### src/rtl/mii_mac_tx.sv
// ---------------------------------------------------------------------------
// mii_mac_tx -- MII transmit MAC framer.
//
// Takes Ethernet frame bytes from an AXI-stream slave and drives the 4-bit
// MII transmit bus. It adds the preamble and SFD, pads short frames with
// 0x00, appends the CRC-32 FCS (least-significant nibble first), and holds
// tx_en low for the inter-frame gap. All state advances only on cycles where
// mii_clk_en is high, so the block shares the system clock with the MII side.
//
// Ports:
//   clk            system clock
//   rst            synchronous reset, active-high
//   s_axis_tdata   frame byte, destination MAC first
//   s_axis_tvalid  byte valid
//   s_axis_tready  byte accepted when tvalid & tready (combinational, 0 when
//                  mii_clk_en is 0)
//   s_axis_tlast   last byte of frame
//   s_axis_tuser   with tlast: frame is bad, force tx_er on that byte
//   mii_clk_en     nibble strobe; all state advances only when 1
//   mii_txd        transmit nibble (registered)
//   mii_tx_en      transmit enable (registered)
//   mii_tx_er      transmit error (registered)
// ---------------------------------------------------------------------------
module mii_mac_tx #(
  parameter int DATA_WIDTH     = 4,
  parameter int ENABLE_PADDING = 1,
  parameter int MIN_FRAME_LEN  = 64,
  parameter int IFG_NIBBLES    = 24
) (
  input  logic                  clk,
  input  logic                  rst,
  input  logic [7:0]            s_axis_tdata,
  input  logic                  s_axis_tvalid,
  output logic                  s_axis_tready,
  input  logic                  s_axis_tlast,
  input  logic                  s_axis_tuser,
  input  logic                  mii_clk_en,
  output logic [DATA_WIDTH-1:0] mii_txd,
  output logic                  mii_tx_en,
  output logic                  mii_tx_er
);

  generate
    if (DATA_WIDTH != 4) begin : g_bad_width
      $error("mii_mac_tx: DATA_WIDTH must be 4");
    end
  endgenerate

  localparam logic [2:0] S_IDLE     = 3'd0;
  localparam logic [2:0] S_PREAMBLE = 3'd1;
  localparam logic [2:0] S_DATA     = 3'd2;
  localparam logic [2:0] S_PAD      = 3'd3;
  localparam logic [2:0] S_FCS      = 3'd4;
  localparam logic [2:0] S_IFG      = 3'd5;
  localparam logic [2:0] S_UNDERRUN = 3'd6;
  localparam logic [2:0] S_DRAIN    = 3'd7;

  // Payload bytes (data + pad) excluding the 4-byte FCS.
  localparam logic [15:0] MIN_PAYLOAD = 16'(MIN_FRAME_LEN - 4);
  // The IDLE cycle that launches the next preamble is the last gap nibble,
  // so IFG itself runs one nibble short.
  localparam logic [15:0] IFG_LAST    = 16'(IFG_NIBBLES - 2);

  logic [2:0]            r_state;
  logic [15:0]           r_nib_cnt;    // preamble / FCS / IFG nibble counter
  logic                  r_hi;         // next payload nibble is the high one
  logic [7:0]            r_byte;       // byte currently on the wire
  logic                  r_byte_err;   // current byte carries tx_er
  logic                  r_byte_last;  // current byte ends the user data
  logic [31:0]           r_crc;
  logic [15:0]           r_byte_cnt;   // payload bytes loaded, saturating
  logic [DATA_WIDTH-1:0] r_txd;
  logic                  r_tx_en;
  logic                  r_tx_er;

  logic                  w_ready;
  logic                  w_accept;
  logic                  w_need_pad;
  logic                  w_load_data;
  logic                  w_load_pad;
  logic [7:0]            w_byte_in;
  logic [31:0]           w_fcs;
  logic [3:0]            w_fcs_nib;

  // Reflected IEEE 802.3 CRC-32, one bit per step, LSB of the byte first.
  function automatic logic [31:0] crc32_byte(input logic [31:0] crc,
                                             input logic [7:0]  d);
    logic [31:0] c;
    c = crc;
    for (int i = 0; i < 8; i++) begin
      c = (c[0] ^ d[i]) ? ((c >> 1) ^ 32'hEDB88320) : (c >> 1);
    end
    return c;
  endfunction

  // A byte is taken on the SFD cycle, on every high-nibble cycle of a
  // non-last data byte, and on every enabled cycle while draining.
  always_comb begin
    // NOTE: default first so this combinational block cannot infer a latch.
    w_ready = 1'b0;
    if (!rst && mii_clk_en) begin
      case (r_state)
        S_PREAMBLE: w_ready = (r_nib_cnt == 16'd15);
        S_DATA:     w_ready = r_hi && !r_byte_last;
        S_DRAIN:    w_ready = 1'b1;
        default:    w_ready = 1'b0;
      endcase
    end
  end

  assign s_axis_tready = w_ready;
  assign w_accept      = s_axis_tvalid && w_ready;
  assign w_need_pad    = (ENABLE_PADDING != 0) && (r_byte_cnt < MIN_PAYLOAD);
  assign w_load_data   = w_accept && (r_state != S_DRAIN);
  assign w_load_pad    = mii_clk_en && r_hi && w_need_pad &&
                         ((r_state == S_DATA && r_byte_last) || r_state == S_PAD);
  assign w_byte_in     = w_load_data ? s_axis_tdata : 8'h00;
  assign w_fcs         = ~r_crc;
  assign w_fcs_nib     = w_fcs[{r_nib_cnt[2:0], 2'b00} +: 4];

  // Byte path: the CRC and byte count advance when a data or pad byte is
  // loaded, so the CRC is already final when the last byte's high nibble
  // goes out and FCS starts.
  always_ff @(posedge clk) begin
    if (rst) begin
      // NOTE: sequential state uses non-blocking assignments so every
      // register samples the pre-edge value of every other register.
      r_byte      <= '0;
      r_byte_err  <= 1'b0;
      r_byte_last <= 1'b0;
      r_crc       <= '1;
      r_byte_cnt  <= '0;
    end else if (w_load_data || w_load_pad) begin
      r_byte      <= w_byte_in;
      r_byte_err  <= w_load_data && s_axis_tlast && s_axis_tuser;
      r_byte_last <= w_load_data ? s_axis_tlast : 1'b1;
      r_crc       <= crc32_byte(r_crc, w_byte_in);
      if (r_byte_cnt != 16'hFFFF) r_byte_cnt <= r_byte_cnt + 16'd1;
    end else if (mii_clk_en && r_state == S_IDLE) begin
      r_crc      <= '1;
      r_byte_cnt <= '0;
    end
  end

  // Framing FSM and registered MII outputs.
  always_ff @(posedge clk) begin
    if (rst) begin
      r_state   <= S_IDLE;
      r_nib_cnt <= '0;
      r_hi      <= 1'b0;
      r_txd     <= '0;
      r_tx_en   <= 1'b0;
      r_tx_er   <= 1'b0;
    end else if (mii_clk_en) begin
      case (r_state)
        S_IDLE: begin
          r_txd     <= '0;
          r_tx_en   <= 1'b0;
          r_tx_er   <= 1'b0;
          r_nib_cnt <= '0;
          r_hi      <= 1'b0;
          if (s_axis_tvalid) r_state <= S_PREAMBLE;
        end
        S_PREAMBLE: begin
          r_tx_en <= 1'b1;
          r_tx_er <= 1'b0;
          if (r_nib_cnt != 16'd15) begin
            r_txd     <= 4'h5;
            r_nib_cnt <= r_nib_cnt + 16'd1;
          end else begin
            r_txd <= 4'hD;
            if (w_accept) begin
              r_hi    <= 1'b0;
              r_state <= S_DATA;
            end else begin
              // No first byte: flag the SFD nibble and discard the frame.
              r_tx_er <= 1'b1;
              r_state <= S_DRAIN;
            end
          end
        end
        S_DATA, S_PAD: begin
          r_tx_en <= 1'b1;
          r_tx_er <= r_byte_err;
          r_txd   <= r_hi ? r_byte[7:4] : r_byte[3:0];
          r_hi    <= ~r_hi;
          if (r_hi) begin
            if (r_state == S_DATA && !r_byte_last) begin
              if (!w_accept) r_state <= S_UNDERRUN;
            end else if (w_need_pad) begin
              r_state <= S_PAD;
            end else begin
              r_state   <= S_FCS;
              r_nib_cnt <= '0;
            end
          end
        end
        S_UNDERRUN: begin
          r_txd   <= '0;
          r_tx_en <= 1'b1;
          r_tx_er <= 1'b1;
          r_state <= S_DRAIN;
        end
        S_FCS: begin
          r_txd   <= w_fcs_nib;
          r_tx_en <= 1'b1;
          r_tx_er <= 1'b0;
          if (r_nib_cnt[2:0] == 3'd7) begin
            r_state   <= S_IFG;
            r_nib_cnt <= '0;
          end else begin
            r_nib_cnt <= r_nib_cnt + 16'd1;
          end
        end
        S_IFG: begin
          r_txd   <= '0;
          r_tx_en <= 1'b0;
          r_tx_er <= 1'b0;
          if (r_nib_cnt >= IFG_LAST) r_state <= S_IDLE;
          else                       r_nib_cnt <= r_nib_cnt + 16'd1;
        end
        S_DRAIN: begin
          r_txd   <= '0;
          r_tx_en <= 1'b0;
          r_tx_er <= 1'b0;
          if (w_accept && s_axis_tlast) begin
            r_state   <= S_IFG;
            r_nib_cnt <= '0;
          end
        end
        default: r_state <= S_IDLE;
      endcase
    end
  end

  assign mii_txd   = r_txd;
  assign mii_tx_en = r_tx_en;
  assign mii_tx_er = r_tx_er;

endmodule

### config.mk
export PLATFORM = sky130hd
export DESIGN_NAME = mii_mac_tx
export DESIGN_NICKNAME = d
export VERILOG_FILES = /design/src/rtl/mii_mac_tx.sv
export SDC_FILE = /design/constraint.sdc
export NUM_CORES = 1
export LEC_CHECK = 0
export CORE_MARGIN = 2
export CORE_UTILIZATION = 65
export CTS_CLUSTER_SIZE = 10
export DETAILED_ROUTE_END_ITERATION = 8
export GPL_ROUTABILITY_DRIVEN = 0
export PLACE_DENSITY = 0.81
export SYNTH_ARGS = -nofsm -noshare
export SYNTH_HDL_FRONTEND = slang
export SYNTH_SLANG_ARGS = --single-unit
### constraint.sdc
create_clock -name clk -period 6.1 [get_ports clk]
set_clock_uncertainty 0.1 [all_clocks]
set_input_delay 0.61 -clock clk [delete_from_list [all_inputs] [get_ports clk]]
set_output_delay 0.61 -clock clk [all_outputs]
set_load 0.05 [all_outputs]
# Word-level counts from Yosys, hierarchy flattened
# Index checks and enable logic that the tools add are counted.
# op_classes
n_eq_ne	25
bitwise_logic	18
reduce_logical	30
muxes	46
add_sub_neg	2
n_shift	1
n_lt_le_gt_ge	2
# op_table
operator	n
32-bit 2-to-1 mux	10
16-bit 2-to-1 mux	10
13-bit inverter with 14-bit output	8
16-bit case mux with 6 select lines	1
16-bit by 1-bit adder with 16-bit output (second input constant)	2
32-bit inverter	1
32-bit by 6-bit indexed part select with 4-bit output	1
3-bit 2-to-1 mux	10
2-bit inequality test (second input constant)	11
3-bit case mux with 7 select lines	1
16-bit by 4-bit equality test with 1-bit output (second input constant)	1
16-bit by 5-bit greater-or-equal comparator with 1-bit output (second input constant)	1
16-bit by 6-bit < comparator with 1-bit output (second input constant)	1
16-bit inequality test (second input constant)	1
16-bit by 4-bit inequality test with 1-bit output (second input constant)	1
4-bit case mux with 4 select lines	1
8-bit AND reduction	2
3-bit equality test (second input constant)	5
1-bit logical AND	13
4-bit 2-to-1 mux	2
8-bit 2-to-1 mux	1
4-bit OR reduction	2
1-bit bitwise XOR	8
3-bit by 2-bit equality test with 1-bit output (second input constant)	2
other kinds (19)	28
# totals
output_inout_bits	7
elab_cells	135
inputBits	14
register_bits	84

# Depth between registers and ports, before layout
# depth
depth_word	24
depth_mapped	12
depth_no_buf	10

# Worst setup path after synthesis
# OpenSTA, ideal clock, no wires.
# synth_timing
path_type	register to register
from	register r_nib_cnt[1]
to	register r_crc[23]
n_path_buf	0
arrival_time_ns	2.496
synth_period_minus_slack_ns	2.718
setup_ns	0.122
required_time_ns	5.878
path_slack_ns	3.382
stages_incl_launch_ff	10
cell_sequence	dfxtp_1 -> ha_1 -> and4b_1 -> nand4_2 -> o21ai_4 -> nand3_2 -> xnor2_4 -> xnor2_1 -> xor3_1 -> o32a_1
# synth_via
elab_chain_len	21
elab_cells_between_ends	28
cone_classes	1 x eq/ne; 12 x mux; 11 x bitwise; 4 x reduce/logical
# synth_rtl
item	line	text
start: declaration	65	logic [15:0] r_nib_cnt;
start signal: assignment	169	r_nib_cnt <= r_nib_cnt + 16'd1;
start signal: assignment	212	r_nib_cnt <= r_nib_cnt + 16'd1;
start signal: assignment	220	else r_nib_cnt <= r_nib_cnt + 16'd1;
16-bit by 4-bit equality test with 1-bit output (*)	103	S_PREAMBLE: w_ready = (r_nib_cnt == 16'd15);
1-bit case mux with 3 select lines (*)	102	case (r_state)
1-bit 2-to-1 mux (*)	101	if (!rst && mii_clk_en) begin
1-bit logical AND (*)	112	assign w_accept = s_axis_tvalid && w_ready;
1-bit logical AND (*)	114	assign w_load_data = w_accept && (r_state != S_DRAIN);
8-bit 2-to-1 mux	117	assign w_byte_in = w_load_data ? s_axis_tdata : 8'h00;
1-bit bitwise XOR	91	c = (c[0] ^ d[i]) ? ((c >> 1) ^ 32'hEDB88320) : (c >> 1);
32-bit 2-to-1 mux	91	
[4 not listed]	-	
32-bit 2-to-1 mux	91	
13-bit inverter with 14-bit output (no source line)	-	
32-bit 2-to-1 mux (2 in a row)	91	
13-bit inverter with 14-bit output (no source line)	-	
32-bit 2-to-1 mux	91	
13-bit inverter with 14-bit output (no source line)	-	
32-bit 2-to-1 mux	91	
32-bit 2-to-1 mux	133	end else if (w_load_data || w_load_pad) begin
end signal: assignment	137	r_crc <= crc32_byte(r_crc, w_byte_in);
end: declaration	70	logic [31:0] r_crc;
# Every way passes the cells marked *; elsewhere a longest branch is shown, timed or not.
# A chain may end at the register's enable or synchronous reset.

# Worst setup path in the final report
# layout_timing
from	register r_nib_cnt[0]
to	output s_axis_tready
# layout_via
elab_chain_len	3
# layout_rtl
item	line	text
16-bit by 4-bit equality test with 1-bit output	103	
1-bit case mux with 3 select lines	102	
1-bit 2-to-1 mux	101	
end: declaration	34	output logic s_axis_tready,
# No other way between the ends.

==> metrics.log <==
INFO  metric run_status = finished, final reports clean
INFO  metric pin_slew_with_the_least_headroom_to_its_limit = 1.08 ns
INFO  metric tns = 0 ns
INFO  metric final_core_utilization = a little under three quarters
INFO  metric synth.ff_latch_count = 84
INFO  metric synth_most_common_cell = sky130_fd_sc_hd__dfxtp_1
INFO  metric portion_of_the_post_synthesis_area_used_by_sequential_elements = 33.2%
INFO  metric final_layout_size_suffix_gt1_share = roughly 8.1%
INFO  metric dr.pass1.iters = 5
INFO  metric global_route.overflow_total = 0
INFO  metric drt-total-wl = around 12 mm
INFO  metric grt_max_degree = 36
INFO  metric timing.max_slew.rel_slack = 28.0%
INFO  metric timing.critical_path.required = roughly 5.4 ns
INFO  metric die_height = 92.3 µm
INFO  metric cts_made_buffers = 9
INFO  metric clock_tree.root_cell = sky130_fd_sc_hd__clkbuf_8
INFO  metric worst_r2r_path_depth = 9
INFO  metric insertion_delay = 0.36 ns
INFO  metric synthesis.instances = 580
INFO  metric netlist_area = 5060 µm²
INFO  metric number_of_antenna_violations_at_the_first_check_in_global_routing = 0
INFO  metric achievable-frequency = 246 MHz
INFO  metric power_density = 212 nW/µm²
INFO  metric place_area = 5270 µm²
INFO  metric r2r-start = r_nib_cnt[0]
INFO  metric power.leakage = 1.82 nW
INFO  metric die_area = ~8500 µm²
INFO  metric hp-class = reg2reg
INFO  metric period_minus_slack = approximately 4 ns
INFO  metric crit_type = reg2out
INFO  metric rsz0062_at_grt = false
INFO  metric cts_tree = done
INFO  metric cts-root-to-sink-buffers = 2
INFO  metric cap_violations = 0
INFO  metric hold_viol_final = 0
INFO  metric grtUsageTotal = roughly 30%
INFO  metric placement.io_buffers = 20
INFO  metric num-nets-final = 596
INFO  metric die_x = just over 90 µm
INFO  metric post_synth_main_area_contributors = sky130_fd_sc_hd__dfxtp_1 33%, sky130_fd_sc_hd__xnor2_1 9.2%, sky130_fd_sc_hd__xor2_1 7.6%
INFO  metric setup.worst_path.start_class = register
INFO  metric routed_via_density = 6.11
INFO  metric fp_rows = 32
INFO  metric postCtsHoldBufs = 0
INFO  metric vdd_ir_drop_max = 128 µV
INFO  metric synth_largest_type_area_fraction = 33.2%
INFO  metric final_antenna_net_count = 0
INFO  metric cts.htree.levels = 3
INFO  metric floorplan_core_area = 7650 µm²
INFO  metric synthToLayoutAreaGrowth = 8.13%
INFO  metric postCtsSetupBuffers = 0
INFO  metric detail_route.wl_per_cell = ~17 µm
INFO  metric synth-edff-count = 0
INFO  metric finalSetupViolations = 0
INFO  metric asyncSetResetFlopFracSynth = 0%
INFO  metric worst_setup_path_end_kind = primary output
INFO  metric dp.final_hpwl = about 8.5 mm
INFO  metric critical_path_peak_fanout = 19
INFO  metric num_io_pins = 21
INFO  metric drc = 0
INFO  metric starting_density_of_the_core = 66.2%
INFO  metric area_leader_netlist = sky130_fd_sc_hd__dfxtp_1
INFO  metric worstSetupEndpoint = s_axis_tready
INFO  metric synthTopCellsByCount = 84 x sky130_fd_sc_hd__dfxtp_1, 79 x sky130_fd_sc_hd__nor2_1, 53 x sky130_fd_sc_hd__xnor2_1
INFO  metric ff2ff_setup_slack = 2.12 ns
INFO  metric post_cts_resized = 0
INFO  metric first_global_vias = 4070
INFO  metric cp.arrival = 3.36 ns
INFO  metric syn_avg_cell_area = between 8 and 9 µm²
INFO  metric total_power = 1.16 mW
INFO  metric yosys.cell_types.count = 64
INFO  metric finished_layout_cells = 685
INFO  metric antenna_cells_inserted = 0
INFO  metric routed-via-count = 4185
INFO  metric timing.final.max_slew_violations = 0
INFO  metric initialDrtViolationCount = ~230
INFO  metric clk_pin_slew_worst_paths = 0.09 ns
INFO  metric finalCritPeriodShare = 66.7%
INFO  metric setup.worst_path.start = r_nib_cnt[0]
INFO  metric grt_first_pass_wirelength = 19.8 mm
INFO  metric stdcell_area = ~5500 µm²
INFO  metric synth_warnings = 0
INFO  metric postSynth.topFlopCell = sky130_fd_sc_hd__dfxtp_1
INFO  metric clkSinkCount = 84
INFO  metric dp.cells = around 670
INFO  metric reg2reg_to = r_nib_cnt[1]
INFO  metric net_count_after_synthesis = 598
-- sequential cells by signal, indices dropped and copies added, names as in the netlist --
name and flops:
r_crc 32, mii_txd 4, r_byte_err 1, r_byte_last 1, mii_tx_en 1, r_byte 8
r_hi 1, mii_tx_er 1, r_state 3, r_nib_cnt 16, r_byte_cnt 16
-- report_power, final --
part	total, mW	switching [mW]	internal, mW	leakage (nW)
logic	0.166	0.102	0.0636	1.04
clock network	0.406	0.205	0.201	0.0918
registers	0.588	0.0311	0.557	0.679
-- worst min path at each step --
stage	cells past startpoint	slack, ns	to	startpoint
2_1_floorplan	2	0.33	r_byte[5]	r_byte[5]
3_3_place_gp	2	0.34	r_byte[1]	r_byte[1]
3_5_place_dp	2	0.35	r_byte[1]	r_byte[1]
4_1_cts	2	0.36	r_byte[4]	r_byte[4]
5_1_grt	2	0.38	r_byte[1]	r_byte[1]
6_report	2	0.36	r_byte[4]	r_byte[4]
-- routing by layer --
layer | share of wire [%] | track usage (%) | up-vias
met1 | 44 | 37.8 | 2011
met4 | 2.2 | 9.20 | 0
li1 | - | - | 2016
met5 | 0 | 0 | -
met2 | 49 | 50.4 | 131
met3 | 5.1 | 4.93 | 27
-- worst max-delay path, stage by stage, from the launching register on --
cell and delay, ns:
sky130_fd_sc_hd__dfxtp_1 0.77, sky130_fd_sc_hd__ha_1 0.31, sky130_fd_sc_hd__and4b_1 0.21, sky130_fd_sc_hd__nand4_2 0.19, sky130_fd_sc_hd__o21ai_4 0.45, sky130_fd_sc_hd__and2_1 0.24
sky130_fd_sc_hd__clkdlybuf4s50_1 0.83
-- cells by family after synthesis --
family                     synth area share (%)
DFF                                        33.2
buffers and inverters                      3.78
xor gates and xnor gates                   22.3
and+or+nand+nor                            22.1
muxes                                      5.96
AOI/OAI and AO/OA                          11.7
adders and majority gates                 0.988
-- layout make-up --
type / instances / area (µm²)
sequential: 84 / 1680
multi-input combinational: 449 / 3200
fill: 592 / 2170
clock buffer: 11 / 141
timing repair buffer: 23 / 223
inverter: 11 / 41.3
clock inverter: 5 / 61.3
tap: 102 / 128
-- placed cells by master, fill, tap and decap left out, types with 9 or more instances in the layout --
master                            instances
sky130_fd_sc_hd__mux2i_1                 11
sky130_fd_sc_hd__a21oi_1                 37
sky130_fd_sc_hd__nand4_1                 10
sky130_fd_sc_hd__nor2_1                  78
sky130_fd_sc_hd__nand3_1                 25
sky130_fd_sc_hd__nand2_1                 34
sky130_fd_sc_hd__xnor2_1                 53
sky130_fd_sc_hd__inv_1                   11
sky130_fd_sc_hd__o211ai_1                 9
sky130_fd_sc_hd__o21ai_0                 18
sky130_fd_sc_hd__clkdlybuf4s50_1         20
sky130_fd_sc_hd__xor2_1                  44
sky130_fd_sc_hd__dfxtp_1                 84
sky130_fd_sc_hd__clkbuf_8                10
sky130_fd_sc_hd__nor3_1                  21
-- metrics by stage --
stage	worst slack [ns]	hold WS, ns
2_1_floorplan	3.38	0.333
3_3_place_gp	2.04	0.343
3_5_place_dp	1.94	0.351
4_1_cts	2.07	0.362
5_1_grt	1.69	0.382
6_report	2.03	0.360
No activity file was read; power rests on OpenSTA's default activity.
